### src/rtl/serial_subtractor.sv
// serial_subtractor
//   Bit-serial unsigned subtractor. An accepted start loads both operands.
//   One bit pair is then processed per clock, LSB first, for WIDTH cycles.
//   The result and the final borrow are published together with a single-cycle
//   done pulse.
//
// Ports
//   clk    in   clock; all state updates on the rising edge
//   rst_n  in   asynchronous, active-low reset
//   start  in   request a subtraction; accepted only while idle
//   a      in   minuend (unsigned), sampled on the accepting edge
//   b      in   subtrahend (unsigned), sampled on the accepting edge
//   diff   out  registered a-b modulo 2^WIDTH
//   bout   out  registered final borrow (a < b)
//   busy   out  high while bits are being shifted
//   done   out  single-cycle pulse in the cycle diff/bout are new
//
// States
//   state  | meaning
//   IDLE   | waiting for start; diff/bout hold the last result
//   SHIFT  | one bit pair consumed per cycle, WIDTH cycles in total
//   FINISH | result just published; done asserted for this one cycle

module serial_subtractor #(
  parameter int WIDTH = 8
) (
  input  logic             clk,
  input  logic             rst_n,
  input  logic             start,
  input  logic [WIDTH-1:0] a,
  input  logic [WIDTH-1:0] b,
  output logic [WIDTH-1:0] diff,
  output logic             bout,
  output logic             busy,
  output logic             done
);

  localparam int CNT_W = $clog2(WIDTH + 1);
  localparam logic [CNT_W-1:0] LAST_BIT = CNT_W'(WIDTH - 1);
  localparam logic [CNT_W-1:0] CNT_ONE  = CNT_W'(1);

  typedef enum logic [1:0] {
    IDLE   = 2'd0,
    SHIFT  = 2'd1,
    FINISH = 2'd2
  } state_t;

  state_t           state_q, state_d;
  logic [WIDTH-1:0] a_sh_q, a_sh_d;
  logic [WIDTH-1:0] b_sh_q, b_sh_d;
  logic [WIDTH-1:0] res_q, res_d;
  logic             br_q, br_d;
  logic [CNT_W-1:0] cnt_q, cnt_d;
  logic [WIDTH-1:0] diff_q, diff_d;
  logic             bout_q, bout_d;

  logic             a0, b0;
  logic             d_bit;
  logic             br_next;
  logic [WIDTH-1:0] res_next;
  logic             accept;
  logic             last_bit;

  // ---------------------------------------------------------------------------
  // Full-subtractor cell on the current LSBs
  // ---------------------------------------------------------------------------
  always_comb begin
    a0       = a_sh_q[0];
    b0       = b_sh_q[0];
    d_bit    = a0 ^ b0 ^ br_q;
    br_next  = (~a0 & b0) | (~(a0 ^ b0) & br_q);
    res_next = {d_bit, res_q[WIDTH-1:1]};
    accept   = (state_q == IDLE) && start;
    last_bit = (state_q == SHIFT) && (cnt_q == LAST_BIT);
  end

  // ---------------------------------------------------------------------------
  // State register
  // ---------------------------------------------------------------------------
  always_ff @(posedge clk or negedge rst_n) begin
    if (!rst_n) begin
      state_q <= IDLE;
    end else begin
      state_q <= state_d;
    end
  end

  // ---------------------------------------------------------------------------
  // Next-state logic
  // ---------------------------------------------------------------------------
  always_comb begin
    state_d = state_q;
    case (state_q)
      IDLE:    if (start) state_d = SHIFT;
      SHIFT:   if (cnt_q == LAST_BIT) state_d = FINISH;
      FINISH:  state_d = IDLE;
      default: state_d = IDLE;
    endcase
  end

  // ---------------------------------------------------------------------------
  // Output decode
  // ---------------------------------------------------------------------------
  always_comb begin
    busy = 1'b0;
    done = 1'b0;
    case (state_q)
      SHIFT:   busy = 1'b1;
      FINISH:  done = 1'b1;
      default: begin
        busy = 1'b0;
        done = 1'b0;
      end
    endcase
  end

  assign diff = diff_q;
  assign bout = bout_q;

  // ---------------------------------------------------------------------------
  // Datapath next values
  // ---------------------------------------------------------------------------
  always_comb begin
    a_sh_d = a_sh_q;
    b_sh_d = b_sh_q;
    res_d  = res_q;
    br_d   = br_q;
    cnt_d  = cnt_q;
    diff_d = diff_q;
    bout_d = bout_q;

    if (accept) begin
      a_sh_d = a;
      b_sh_d = b;
      res_d  = '0;
      br_d   = 1'b0;
      cnt_d  = '0;
    end else if (state_q == SHIFT) begin
      a_sh_d = a_sh_q >> 1;
      b_sh_d = b_sh_q >> 1;
      res_d  = res_next;
      br_d   = br_next;
      cnt_d  = cnt_q + CNT_ONE;
    end

    // The final bit lands in the result register on the same edge that
    // publishes it, so publish the freshly shifted value, not res_q.
    if (last_bit) begin
      diff_d = res_next;
      bout_d = br_next;
    end
  end

  // ---------------------------------------------------------------------------
  // Datapath registers
  // ---------------------------------------------------------------------------
  always_ff @(posedge clk or negedge rst_n) begin
    if (!rst_n) begin
      a_sh_q <= '0;
      b_sh_q <= '0;
      res_q  <= '0;
      br_q   <= 1'b0;
      cnt_q  <= '0;
      diff_q <= '0;
      bout_q <= 1'b0;
    end else begin
      a_sh_q <= a_sh_d;
      b_sh_q <= b_sh_d;
      res_q  <= res_d;
      br_q   <= br_d;
      cnt_q  <= cnt_d;
      diff_q <= diff_d;
      bout_q <= bout_d;
    end
  end

endmodule
### config.mk
export PLATFORM = sky130hd
export DESIGN_NAME = serial_subtractor
export DESIGN_NICKNAME = d
export VERILOG_FILES = /design/src/rtl/serial_subtractor.sv
export SDC_FILE = /design/constraint.sdc
export NUM_CORES = 1
export LEC_CHECK = 0
export ABC_AREA = 0
export BUFFER_PORTS_ARGS = -buffer_cell sky130_fd_sc_hd__buf_2
export CAP_MARGIN = 20
export CORE_MARGIN = 5
export CORE_UTILIZATION = 54
export CTS_CLUSTER_SIZE = 25
export DETAILED_ROUTE_END_ITERATION = 7
export PLACE_DENSITY = 0.78
export SETUP_SLACK_MARGIN = 0.1
export SLEW_MARGIN = 20
export SYNTH_ARGS = -nofsm -noshare
export SYNTH_HDL_FRONTEND = slang
export SYNTH_SLANG_ARGS = --single-unit
### constraint.sdc
create_clock -name clk -period 1.9 [get_ports clk]
set_clock_uncertainty 0.2 [all_clocks]
set_input_delay 0.285 -clock clk [delete_from_list [all_inputs] [get_ports clk]]
set_output_delay 0.285 -clock clk [all_outputs]
set_load 0.03 [all_outputs]
# == After elaboration in Yosys (flattened, before gate mapping) ==
# Cells that the tools add are included.
# totals
register_bits,40
elab_cells,41
# classes
n_addsub,1
eq_ne,5
muxes,15
n_bitwise,7
n_reduce_logical,5
# op_table
operator,n
$mux W8,6
$mux W4,2
$add A4 B1 Y4 const B,1
$eq A4 B3 Y1 const B,1
$mux W1,4
$mux W2,2
$pmux W2 S2,1
$and A1 B1 Y1,2
$eq A2 B1 Y1 const B,1
$eq A2 B2 Y1 const B,1
$logic_and A1 B1 Y1,2
$logic_not A2 Y1,1
$ne A2 B1 Y1 const B,1
$ne A2 B2 Y1 const B,1
$not A1 Y1,2
$reduce_and A2 Y1,1
$reduce_bool A2 Y1,1
$xor A1 B1 Y1,2
$or A1 B1 Y1,1

# == Logic depth before layout (Yosys ltp) ==
# Gate-level depths: netlist (run 1).
# depth
ltp_word,6
ltp_mapped,5

# == Worst setup path after synthesis (run 1) ==
# Ideal clock, no wire load.
# synth_path
kind,flip-flop to output port
from,register state_q[0]
to,output done
arrival_ns,1.216
slack_ns,0.199
path_stages_with_launch,4
cell_sequence,dfrtp_1 -> clkbuf_1 -> buf_2 -> nor2b_1
# synth_via
elab_chain_cells,2
# synth_rtl
element,line_no,rtl
start: declaration,48,"state_t state_q, state_d;"
start signal: assignment,84,state_q <= state_d;
$eq A2 B2 Y1,107,case (state_q)
$mux W1,107,
end: declaration,35,output logic done
# Every way passes these cells.

# == Final worst setup path (run 1) ==
# Ends and elaborated chain as after synthesis.

==> results_dict.tcl, run 1 <==
set metrics [dict create \
    status "finished, final reports clean" \
    routed_via_density 5.62 \
    floorplan.die.height_um 64.9 \
    synth_top_cell_area_share_pct 60.0 \
    grt-ovfl-total 0 \
    timing.critical_path.fanout_max 21 \
    achievable-frequency_ghz 0.566 \
    synth-async-reset-ratio_pct 100 \
    fp.dieArea_sq_um 4210 \
    design.core.area_sq_um 2980 \
    syn_nets 159 \
    hold_path.startpoint "b[3]" \
    synth_area_sq_um 1630 \
    area_delta_synth_final_pct 21.8 \
    total_leakage_power_nw 0.942 \
    final_core_utilization_pct 66.5 \
    final_antenna_net_count 0 \
    period_share_pct 93.1 \
    synth_enable_flop_cells 0 \
    seq_power_share_pct 42.0 \
    vias 1192 \
    setup.worst_path.start_class "flop" \
    intPower_mw 2.08 \
    sw_frac_of_total_pct 37.7 \
    prevailing_post_synth_register_cell "sky130_fd_sc_hd__dfrtp_1" \
    grt_use_total_pct 17.9 \
    antenna_cells_inserted 0 \
    hold_viol_final 0 \
    ys_top_cells_by_count "sky130_fd_sc_hd__dfrtp_1 (39), sky130_fd_sc_hd__nand2_1 (18), sky130_fd_sc_hd__o21ai_0 (16)" \
    grt_start_max_net_pins 40 \
    timing.hold.worst.class "in -> reg" \
    worst_r2r_path_depth 5 \
    report.final.slew_viol_count 0 \
    worst_ep_required_time_ns 1.41 \
    synth_top_cell_by_area "sky130_fd_sc_hd__dfrtp_1" \
    critPathArrivalTime_ns 1.28 \
    numPortBuffers 29 \
    cts-root-to-sink-buffers 2 \
    ioPinCount 30 \
    synth-seq-cells 39 \
    placement_row_count 20 \
    timing.final.crit_period_ns 1.77 \
    dp_hpwl_um 2190 \
    p_clk_share_pct 17.4 \
    cts.sinks 39 \
    reg2reg_start "cnt_q[0]$_DFFE_PN0P_" \
    timing.critical_path.to_type "primary output" \
    worstReg2RegEnd "diff[0]$_DFFE_PN0P_" \
    iteration_0_drc_count_of_the_detailed_router 75 \
    library_cell_with_the_highest_instance_count_after_synthesis "sky130_fd_sc_hd__dfrtp_1" \
    hold_path_end "b_sh_q[3]$_DFFE_PN0P_" \
    tightestPinTransition_ns 0.480 \
    relSlewSlack_pct 68.0 \
    drc 0 \
    ff2ff_setup_slack_ns 0.22 \
    grt_first_pass_wirelength_um 5670 \
    power.net_switching_mw 1.26 \
    routed_wire_length_per_instance_um 15.0 \
    reported_max_cap_violation_count 0 \
    drtPass1Iterations 4 \
    antenna_found_initial 0 \
    root_buffer "sky130_fd_sc_hd__clkbuf_4" \
    cts-htree-levels 2 \
    cts.clk_slew.worst_paths_ns 0.11 \
    synth.lib_cells_used.distinct 23 \
    number_of_global_route_vias_before_repair 1223 \
    gp_congestion 0.731 \
    setup-tns-final_ns 0 \
    design_power_total_mw 3.34 \
    netlist_top_cells_area "sky130_fd_sc_hd__dfrtp_1 (60%), sky130_fd_sc_hd__a22oi_1 (6.5%), sky130_fd_sc_hd__a22o_1 (5.9%)" \
    worst_ir_drop_vdd_uv 812 \
    tritoncts.num_buffers 5 \
    worstSetupPathType "reg -> out" \
    powerDensity_nw_per_um2 1690 \
    post_synth_inst_count 138 \
    tritoncts "built" \
    initial_utilization_pct 54.6 \
    layout.nets 199 \
    worst_skew_pair.late_latency_ns 0.35 \
    finalSetupViolCount 0 \
    ys.warnings.count 0 \
    synthesis.area_per_instance_sq_um 11.8 \
    number_of_stages_on_the_worst_hold_path 3 \
    synth_sequential_area_ratio_pct 60.0 \
    detail_route.wirelength_um 3180 \
    power_frac_comb_pct 40.6 \
    final_layout_size_suffix_gt1_share_pct 31.3 \
    rsz0062_at_grt "yes" \
    die_w_um 64.9 \
]
## what timing repair did
item / CTS / global route
buffers inserted: 1 / 0
endpoints found under the hold margin: 41 / 0
endpoints found under the setup margin: 8 / 10
gates resized for setup: 0 / 2
cloned: 0 / 0
pin swaps: 1 / 1
hold buffers: 3 / 0
## kinds of logic after synthesis
logic type / synth area share (%)
AOI/OAI and AO/OA: 19.2
DFF: 60.0
and+or+nand+nor: 8.70
buffers and inverters: 3.31
muxes: 6.77
adders and majority gates: 2.00
## how the worst max path moves through the flow
stage                           startpoint                   to  slack (ns)  cells past startpoint
finish              state_q[0]$_DFFE_PN0P_                 done        0.13                      3
global route        state_q[0]$_DFFE_PN0P_                 done        0.07                      3
CTS                 state_q[0]$_DFFE_PN0P_                 done        0.12                      3
detailed placement    cnt_q[0]$_DFFE_PN0P_  diff[0]$_DFFE_PN0P_        0.05                      4
global placement      cnt_q[0]$_DFFE_PN0P_  diff[6]$_DFFE_PN0P_        0.17                      4
floorplan           state_q[0]$_DFFE_PN0P_                 done        0.20                      3
## stage by stage
step,cells,setup slack [ns],hold WS (ns),cell area [sq um]
5_1_grt,212,0.0673,0.00814,1980
2_1_floorplan,138,0.199,-0.211,1630
3_3_place_gp,200,0.167,0.152,1840
3_5_place_dp,200,0.0529,0.158,1840
6_report,212,0.132,0.0240,1980
4_1_cts,212,0.117,0.0145,1970
## layer usage
layer | global-route usage (%) | share of wire (%) | vias to the layer above
met4 | 7.12 | 2.0 | 0
met5 | 0 | 0 | -
li1 | - | - | 576
met1 | 23.0 | 44 | 575
met3 | 6.41 | 6.1 | 6
met2 | 27.5 | 48 | 35
## power groups by stage
stage	combinational (mW)	clock [mW]	sequential, mW
after global routing	1.53	0.637	1.45
after CTS	1.37	0.594	1.40
after detailed placement	1.34	0	1.42
final	1.36	0.580	1.40
after floorplan	0.815	0	1.53
after global placement	1.30	0	1.40
## sequential cells by signal (all words and copies together) (netlist names)
register and cells:
res_q 7, cnt_q 4, state_q 2, br_q 1, b_sh_q 8, a_sh_q 8, diff 8, bout 1
## cells in the final DEF (no fill, tap or decap), types with 2 or more instances in the layout
| master | netlist | final |
|---|---|---|
| sky130_fd_sc_hd__inv_1 | 5 | 5 |
| sky130_fd_sc_hd__mux2_2 | 8 | 8 |
| sky130_fd_sc_hd__dlygate4sd3_1 | 0 | 3 |
| sky130_fd_sc_hd__o21ai_0 | 16 | 16 |
| sky130_fd_sc_hd__buf_4 | 0 | 7 |
| sky130_fd_sc_hd__nand2_1 | 18 | 18 |
| sky130_fd_sc_hd__nor2b_1 | 2 | 2 |
| sky130_fd_sc_hd__a22oi_1 | 14 | 14 |
| sky130_fd_sc_hd__a2bb2oi_1 | 2 | 2 |
| sky130_fd_sc_hd__nand3_1 | 3 | 3 |
| sky130_fd_sc_hd__dfrtp_1 | 39 | 39 |
| sky130_fd_sc_hd__clkbuf_4 | 0 | 6 |
| sky130_fd_sc_hd__a22o_1 | 11 | 11 |
| sky130_fd_sc_hd__mux2i_1 | 2 | 2 |
| sky130_fd_sc_hd__buf_2 | 4 | 28 |
## area by class of cell
| class | count | area (sq um) |
|---|---|---|
| timing repair buffer | 41 | 262 |
| multi-input combinational | 86 | 596 |
| inverter | 5 | 18.8 |
| fill | 230 | 998 |
| tap | 33 | 41.3 |
| clock buffer | 6 | 51.3 |
| sequential | 39 | 976 |
| clock inverter | 2 | 35.0 |
## critical path, cell delays in order, from the launching register on
cell and delay (ns):
sky130_fd_sc_hd__dfrtp_1 0.41, sky130_fd_sc_hd__buf_4 0.21, sky130_fd_sc_hd__nor2b_1 0.11, sky130_fd_sc_hd__buf_2 0.20
(Power assumes the default switching activity.)
==> run 2, diff against run 1 <==
- CORE_UTILIZATION: 54 -> 48
- MAX_ROUTING_LAYER: unset -> met4
- PLACE_DENSITY: 0.78 -> 0.73
- SLEW_MARGIN: 20 -> 0
- clock period: 1.9 -> 1.4 ns (I/O delays scaled with it)
==> run 2 against run 1 <==
Power up 91%. Register-to-register slack got worse by 0.44 ns. Die area up 11%. Largest cell class unchanged. The flow now finishes with violations (negative setup slack). Clock-buffer cell count unchanged. Largest power group is now combinational logic. First-iteration DRC count grew 5.3%. Hold slack gained 0.067 ns. Non-clock buffer count up 47. Via count up 24%. Global-route usage up 5.6 points. Clock power up 37%.
==> results_dict.tcl, run 2 (synthesized netlist as in run 1, its figures left out) <==
set metrics [dict create \
    status "finished with violations" \
    violated_checks "negative setup slack" \
    area_occupied_by_multi_input_gates_sq_um 793 \
    numPortBuffers 29 \
    cts-root-to-sink-buffers 2 \
    num-fill-cells 184 \
    power_frac_comb_pct 56.3 \
    cts-htree-levels 2 \
    hold_viol_final 0 \
    gr-usage-met3_pct 4.60 \
    dp_hpwl_um 2490 \
    ff2ff_setup_slack_ns -0.22 \
    layout.nets 246 \
    worst_skew_pair.late_latency_ns 0.34 \
    area_delta_synth_final_pct 70.1 \
    period_share_pct 118 \
    p_clk_share_pct 12.4 \
    detail_route.wirelength_um 4860 \
    critPathBufInv 3 \
    cts.clk_slew.worst_paths_ns 0.12 \
    groute.layer.met2.usage_pct 42.4 \
    relSlewSlack_pct 74.2 \
    worstSetupPathType "reg -> out" \
    finalHoldWorstSlack_ns 0.0906 \
    intPower_mw 3.99 \
    floorplan.die.height_um 68.2 \
    antenna_cells_inserted 0 \
    finalSetupViolCount 40 \
    timing.critical_path.fanout_max 2 \
    use_met1_pct 25.1 \
    crit_path_top_delay_cell "sky130_fd_sc_hd__dfrtp_1" \
    layout_common_cells "sky130_fd_sc_hd__dfrtp_1 (38), sky130_fd_sc_hd__buf_4 (28), sky130_fd_sc_hd__buf_2 (19), sky130_fd_sc_hd__buf_6 (19), sky130_fd_sc_hd__dlygate4sd3_1 (15)" \
    achievable-frequency_ghz 0.607 \
    die_w_um 68.2 \
    timing.final.crit_period_ns 1.65 \
    postLayoutSetupSlackWorst_ns -0.249 \
    sw_frac_of_total_pct 37.6 \
    grt-ovfl-total 0 \
    ioPinCount 30 \
    mostFrequentLayoutCell "sky130_fd_sc_hd__dfrtp_1" \
    ff_latch_area_sq_um 977 \
    fp.dieArea_sq_um 4650 \
    grt_use_total_pct 23.4 \
    power.net_switching_mw 2.40 \
    path_delay_family "flip-flops" \
    antenna_found_initial 0 \
    setup-tns-final_ns -6.52 \
    path_cells "buf_6 > buf_6 > nor2b_4 > buf_6" \
    number_of_global_route_vias_before_repair 1576 \
    routed_wire_length_per_instance_um 17.8 \
    drtPass1Iterations 4 \
    iteration_0_drc_count_of_the_detailed_router 79 \
    design_power_total_mw 6.39 \
    timing.critical_path.slowest_cell_delay_ns 0.42 \
    timing.critical_path.to_type "primary output" \
    worst_ir_drop_vdd_uv 1170 \
    tritoncts "built" \
    worst_ep_required_time_ns 0.99 \
    total_leakage_power_nw 1.39 \
    reported_max_cap_violation_count 0 \
    gp_congestion 0.776 \
    gr-max-usage-layer "met2" \
    tightestPinTransition_ns 0.384 \
    rsz0062_at_grt "yes" \
    report.final.slew_viol_count 0 \
    timing.hold.worst.class "in -> reg" \
    critPathArrivalTime_ns 1.24 \
    routed_via_density 5.45 \
    seq_power_share_pct 31.2 \
    powerDensity_nw_per_um2 2310 \
    grt_start_max_net_pins 40 \
    placement_row_count 21 \
    final_antenna_net_count 0 \
    design.core.area_sq_um 3310 \
    cts.sinks 39 \
    setup.worst_path.start_class "flop" \
    vias 1483 \
    initial_utilization_pct 49.1 \
    drc 0 \
    grt_first_pass_wirelength_um 7680 \
    final_layout_size_suffix_gt1_share_pct 55.3 \
    tritoncts.num_buffers 5 \
    path_common_cell "sky130_fd_sc_hd__buf_6" \
    root_buffer "sky130_fd_sc_hd__clkbuf_4" \
]
## run 2: routing by layer
metal  part of all wire (%)  routed length, um
met5                      0                  0
met4                    1.9                 90
met3                    5.2                251
met2                     57               2760
met1                     36               1750
## run 2: metrics by stage
step	utilization, %	setup WS [ns]	std cells	cell area, sq um
global placement	61.2	-0.141	227	2030
floorplan	-	-0.223	138	1700
finish	83.5	-0.249	272	2770
CTS	78.8	-0.255	264	2610
detailed placement	61.2	-0.225	227	2030
global route	83.5	-0.292	272	2770
## run 2: worst reg2reg max path: stages (launching register included)
cell and delay [ns]:
sky130_fd_sc_hd__dfrtp_1 0.39, sky130_fd_sc_hd__ha_2 0.19, sky130_fd_sc_hd__nand2_2 0.07, sky130_fd_sc_hd__nor3_4 0.18
sky130_fd_sc_hd__buf_12 0.18, sky130_fd_sc_hd__mux2_4 0.31
## run 2: worst paths after layout
| kind | start | endpoint | cells after the start |
|---|---|---|---|
| worst max-delay path | state_q[1]$_DFFE_PN0P_ | done | 4 |
| worst min-delay path | a[0] | a_sh_q[0]$_DFFE_PN0P_ | 4 |
| worst max register to register | cnt_q[1]$_DFFE_PN0P_ | diff[1]$_DFFE_PN0P_ | 5 |
| worst min register to register | a_sh_q[6]$_DFFE_PN0P_ | a_sh_q[6]$_DFFE_PN0P_ | 2 |
| max in group asynchronous | rst_n | state_q[0]$_DFFE_PN0P_ | 3 |
| min in group asynchronous | rst_n | diff[7]$_DFFE_PN0P_ | 3 |
## run 2: area by class of cell
| type | instances | area share [%] |
|---|---|---|
| Timing Repair Buffer | 88 | 30.0 |
| Tap cell | 46 | 2.08 |
| Multi-Input combinational cell | 86 | 28.7 |
| Clock inverter | 2 | 1.27 |
| Clock buffer | 6 | 1.86 |
| Sequential cell | 39 | 35.3 |
| Inverter | 5 | 0.769 |
## run 2: power by group through the flow
| stage | clock network [mW] | logic, mW | registers, mW |
|---|---|---|---|
| after floorplan | 0 | 1.28 | 2.10 |
| after global placement | 0 | 2.16 | 1.88 |
| after detailed placement | 0 | 2.24 | 1.91 |
| after CTS | 0.804 | 3.18 | 1.94 |
| after global routing | 0.870 | 3.83 | 2.05 |
| final | 0.795 | 3.60 | 2.00 |
## run 2: timing repair
item,CTS,global route
endpoints found under the setup margin,49,50
gates resized for setup,75,26
setup buffers,9,9
pin swaps,19,1
hold buffers,15,0
cloned,5,0
endpoints found under the hold margin,53,0
